--- src/rtl/ioctl_rom_streamer.sv ---
// Initiator for the ioctl ROM-download bus: turns a start command plus a
// valid/ready byte stream into ioctl_download/wr/addr/dout strobes.
module ioctl_rom_streamer #(
    parameter int ADDR_W       = 25,
    parameter int SETUP_CYCLES = 4,
    parameter int GAP_CYCLES   = 2,
    parameter int TAIL_CYCLES  = 4
) (
    input  logic              clk_sys,
    input  logic              reset_n,
    input  logic              start_i,
    input  logic [7:0]        index_i,
    input  logic [ADDR_W-1:0] len_i,
    input  logic              abort_i,
    input  logic              src_valid_i,
    input  logic [7:0]        src_data_i,
    output logic              src_ready_o,
    output logic              ioctl_download,
    output logic              ioctl_wr,
    output logic [ADDR_W-1:0] ioctl_addr,
    output logic [7:0]        ioctl_dout,
    output logic [7:0]        ioctl_index,
    input  logic              ioctl_wait,
    output logic              busy_o,
    output logic              done_o
);

    localparam int CW = 16;
    localparam logic [CW-1:0] SETUP_LAST = CW'(SETUP_CYCLES - 1);
    localparam logic [CW-1:0] GAP_LAST   = CW'(GAP_CYCLES - 1);
    localparam logic [CW-1:0] TAIL_LAST  = CW'(TAIL_CYCLES - 1);

    typedef enum logic [2:0] {
        IDLE,
        SETUP,
        FETCH,
        WRITE,
        GAP,
        TAIL
    } state_t;

    state_t            state_q;
    logic [CW-1:0]     cnt_q;
    logic [CW-1:0]     cnt_d;
    logic [ADDR_W-1:0] len_q;
    logic [ADDR_W-1:0] wrCount_q;
    logic [ADDR_W-1:0] addr_d;
    logic              abort_q;
    logic              abortSeen;
    logic              handshake;

    // An abort asserted this cycle acts immediately, without waiting for the latch.
    assign abortSeen   = abort_q | abort_i;
    assign src_ready_o = (state_q == FETCH) & ~ioctl_wait & ~abortSeen;
    assign handshake   = src_ready_o & src_valid_i;
    assign busy_o      = (state_q != IDLE);
    assign cnt_d       = cnt_q + 1'b1;
    assign addr_d      = ioctl_addr + 1'b1;

    always_ff @(posedge clk_sys) begin
        if (!reset_n) begin
            state_q        <= IDLE;
            cnt_q          <= '0;
            len_q          <= '0;
            wrCount_q      <= '0;
            abort_q        <= 1'b0;
            ioctl_download <= 1'b0;
            ioctl_wr       <= 1'b0;
            ioctl_addr     <= '0;
            ioctl_dout     <= '0;
            ioctl_index    <= '0;
            done_o         <= 1'b0;
        end else begin
            done_o <= 1'b0;
            if (state_q != IDLE && abort_i) begin
                abort_q <= 1'b1;
            end
            case (state_q)
                IDLE: begin
                    abort_q <= 1'b0;
                    if (start_i) begin
                        len_q          <= len_i;
                        ioctl_index    <= index_i;
                        ioctl_addr     <= '0;
                        ioctl_download <= 1'b1;
                        wrCount_q      <= '0;
                        cnt_q          <= '0;
                        state_q        <= SETUP;
                    end
                end
                SETUP: begin
                    if (cnt_q == SETUP_LAST) begin
                        cnt_q   <= '0;
                        state_q <= (len_q == '0 || abortSeen) ? TAIL : FETCH;
                    end else begin
                        cnt_q <= cnt_d;
                    end
                end
                FETCH: begin
                    if (abortSeen) begin
                        cnt_q   <= '0;
                        state_q <= TAIL;
                    end else if (handshake) begin
                        ioctl_dout <= src_data_i;
                        ioctl_wr   <= 1'b1;
                        state_q    <= WRITE;
                    end
                end
                WRITE: begin
                    ioctl_wr  <= 1'b0;
                    wrCount_q <= wrCount_q + 1'b1;
                    cnt_q     <= '0;
                    state_q   <= GAP;
                end
                GAP: begin
                    // Address advances only once the gap ends, so it holds across the pause.
                    if (cnt_q == GAP_LAST) begin
                        cnt_q      <= '0;
                        ioctl_addr <= addr_d;
                        state_q    <= (wrCount_q == len_q || abortSeen) ? TAIL : FETCH;
                    end else begin
                        cnt_q <= cnt_d;
                    end
                end
                TAIL: begin
                    if (cnt_q == TAIL_LAST) begin
                        cnt_q          <= '0;
                        ioctl_download <= 1'b0;
                        done_o         <= 1'b1;
                        state_q        <= IDLE;
                    end else begin
                        cnt_q <= cnt_d;
                    end
                end
                default: state_q <= IDLE;
            endcase
        end
    end

endmodule

--- config.mk ---
export PLATFORM = sky130hd
export DESIGN_NAME = ioctl_rom_streamer
export DESIGN_NICKNAME = d
export VERILOG_FILES = /design/src/rtl/ioctl_rom_streamer.sv
export SDC_FILE = /design/constraint.sdc
export NUM_CORES = 1
export LEC_CHECK = 0
export BUFFER_PORTS_ARGS = -buffer_cell sky130_fd_sc_hd__buf_2
export CORE_MARGIN = 8
export CORE_UTILIZATION = 56
export DETAILED_ROUTE_END_ITERATION = 7
export GPL_ROUTABILITY_DRIVEN = 0
export GPL_TIMING_DRIVEN = 0
export PLACE_DENSITY = 0.79
export SLEW_MARGIN = 30
export SYNTH_ARGS = -nofsm -noshare
export SYNTH_HDL_FRONTEND = slang
export SYNTH_SLANG_ARGS = --single-unit
--- constraint.sdc ---
create_clock -name clk_sys -period 2.2 [get_ports clk_sys]
set_input_delay 0.33 -clock clk_sys [delete_from_list [all_inputs] [get_ports clk_sys]]
set_output_delay 0.33 -clock clk_sys [all_outputs]
set_load 0.01 [all_outputs]
==> impl_metrics.csv <==
group,metric,value,unit
setup_path,critPathMaxStageDelay,550,ps
cts,clock-root-buffer,"clkbuf_8",
setup_path,worstPathMaxFanout,3,
synthesis,syn_avg_cell_area,8.44,um2
global_route,grt_use_met3,6.20,%
setup_path,reg2reg_slack,110,ps
hold_path,hp-class,"in2reg",
synthesis,synth_cells,660,
detailed_routing,wl,14500,um
placement,placedCellCount,884,
layout,multi_input_area,3150,um2
synthesis,yosys.area.top_type,"dfxtp_1",
status,status,"finished, final reports clean",
setup_path,worst-path-stages,5,
cts,ctsHtreeMaxLevel,4,
global_route,track_usage,22.1,%
synthesis,synthAdderAreaFrac,0.898,%
cts,cts_tree,"done",
layout,seq_area,2280,um2
cts,holdBufCountCts,0,
setup_path,worstReg2RegEnd,"state_q[0]",
cts,cts.clk_slew.worst_paths,50,ps
detailed_routing,wire_per_inst,15.9,um
setup_path,slowest_stage,"or4_1",
synthesis,synth_top_area_share,41.0,%
timing,slew_violations,0,
synthesis,synth_fp_nets,711,
synthesis,synth_top_family_by_area,"simple AND/OR/NAND/NOR gates",
timing,fin_crit_sh,94.8,%
setup_path,setup.worst_path.class,"reg2reg",
timing,clock_skew,6.74,ps
timing,hold_ws,48.7,ps
detailed_routing,drcViolationCount,0,
global_route,use_met2,39.1,%
floorplanning,die_width,116,um
flow_run,cap_violations,0,
detailed_routing,initialDrtViolationCount,403,
layout,syn2layout_area_growth,22.0,%
floorplanning,dieArea,13400,um2
setup_path,cp_cell_sequence,"or4_1, nor4_2, a41oi_2, o22a_1, a221oi_1",
setup_path,rr_startpoint,"len_q[7]",
floorplanning,dieHeight,116,um
setup_path,critPathArrivalTime,2490,ps
hold_path,whs_path_depth,3,
timing,max_slew_margin,52.4,%
global_route,use_met1,24.3,%
global_route,grt_pass1_wl,23600,um
timing,setup_viol,0,
setup_path,critPathBufInv,0,
synthesis,syn_area,5570,um2
synthesis,synthFlopType,"dfxtp_1",
setup_path,crit_start,"len_q[7]",
setup_path,worstSetupEndpoint,"state_q[0]",
setup_path,rr_worst_depth,5,
layout,nNetsFinal,821,
detailed_routing,via_per_inst,5.60,
timing,final.setup.tns,0,ps
setup_path,cp_data_required_time,2610,ps
synthesis,synth-xor-area-share,8.96,%
synthesis,async_flop_share,0,%
global_route,antenna_found_initial,0,
layout,drive_gt1_share,23.3,%
global_route,grt_most_used_layer,"met2",
layout,diodes,0,
synthesis,synth_edf_count,0,
timing,max_freq,479,MHz
layout,fillers,809,
detailed_routing,dr.pass1.iters,5,
floorplanning,ioPinCount,93,
synthesis,ys_types,61,
cts,cts_sinks,114,
floorplanning,row_count,36,
synthesis,yosys.area_share.simple,31.6,%
power,vdd_drop_max,0.000526,V
timing,period_needed,2090,ps
synthesis,yosys_warnings,0,
floorplanning,core-area,9730,um2
placement,io_buffers,91,
synthesis,synth_compound_area_share,10.8,%
cts,clock_latency,520,ps
power,p_leak,0.00267,uW
setup_path,worstSetupStartpointType,"flip-flop",
synthesis,synth_area_leaders,"dfxtp_1 41%, nand2_1 7.4%, xnor2_1 5.8%",
global_route,grt_max_degree,17,
global_route,gr-total-overflow,0,
synthesis,yosys-top-cells-count,"114 x dfxtp_1, 110 x nand2_1, 65 x nor2_1, 54 x a21oi_1, 37 x xnor2_1",
timing,worst_slack,114,ps
layout,finalCoreUtilization,69.9,%
synthesis,muxShareOfSynthArea,3.21,%
global_route,grt_pass1_vias,5115,
timing,tightest_slew,714,ps
power,power_density,926,nW/um2
floorplanning,start_util,57.3,%
detailed_routing,num_vias,5125,
synthesis,ys_seq_elements,114,
setup_path,worstSetupEndpointType,"flip-flop",
timing,rsz0062_at_grt,"false",
placement,post-place-ws,0.864,ps
placement,dp_hpwl,10400,um
detailed_routing,ant_nets,0,
setup_path,path_delay_family,"simple AND/OR/NAND/NOR gates",
cts,cts_buffer_depth,2,
timing,hold_viol,0,
cts,cts_buffers,17,
synthesis,seq_area_frac_synth,41.0,%
synthesis,synth.most_common_cell,"dfxtp_1",
layout,stdcell_count,915,
## layout make-up
| class | count | share of cell area [%] |
|---|---|---|
| buffer | 33 | 2.50 |
| clock buffer | 27 | 7.53 |
| clock inverter | 4 | 0.331 |
| inverter | 10 | 0.552 |
| multi-input combinational | 502 | 46.3 |
| sequential | 114 | 33.6 |
| tap | 133 | 2.45 |
| timing repair buffer | 92 | 6.81 |
## per-layer routing
layer	share of wire, %	up-vias	routed length [um]
met5	0	-	0
met4	2.4	0	347
met3	4.6	30	668
met2	51	148	7430
met1	42	2420	6090
li1	-	2527	-
## cells in the final DEF, fill, tap and decap left out, types with 11 or more instances in the layout
master / n
a21oi_1: 54
and3_1: 14
buf_2: 94
clkbuf_1: 24
clkbuf_16: 16
dfxtp_1: 113
nand2_1: 108
nand3_1: 23
nand4_1: 17
nor2_1: 65
nor2_2: 12
nor3_1: 16
nor4_2: 11
xnor2_1: 37
xor2_1: 20
## kinds of logic after synthesis
group	Yosys count
multiplexers	17
flip-flops	114
AND/OR/NAND/NOR	325
AO/OA/AOI/OAI	99
XOR/XNOR	57
adder cells (fa/ha/maj)	4
buffers and inverters	44
## where the power goes
group          switching (uW)  total (uW)  internal (uW)
registers                 126        2340           2210
clock network             915        2470           1550
logic                     942        1490            550
## worst reg2reg max path, stage by stage (launching register included)
cell and delay [ps]:
dfxtp_1 330, or4_1 550, nor4_2 290, a41oi_2 210, o22a_1 290, a221oi_1 300
## registers in the layout, indices dropped and copies added, names as in the netlist
signal and cells:
ioctl_addr 25, done_o 1, state_q 3, len_q 25, ioctl_wr 1, ioctl_download 1
cnt_q 16, ioctl_dout 8, wrCount_q 25, abort_q 1, ioctl_index 8
## worst min-delay path by stage
stage | from | endpoint | slack (ps)
finish | src_data_i[4] | ioctl_dout[4] | 50
detailed placement | ioctl_index[4] | ioctl_index[4] | 450
floorplan | len_q[10] | len_q[10] | 460
global route | index_i[0] | ioctl_index[0] | 40
global placement | ioctl_index[2] | ioctl_index[2] | 440
CTS | len_i[1] | len_q[1] | 30
## repair_timing
action / CTS / global route
setup endpoints to repair: 4 / 53
setup buffers: 1 / 0
pin swaps: 1 / 0
gates resized for setup: 1 / 21
## through the flow
| step | cell area (um2) | total power (uW) |
|---|---|---|
| after floorplan | 5570 | 3410 |
| after global placement | 6190 | 3760 |
| after detailed placement | 6190 | 3810 |
| after CTS | 6740 | 6270 |
| after global routing | 6800 | 6600 |
| final | 6800 | 6300 |
No activity file was read; power rests on OpenSTA's default activity.
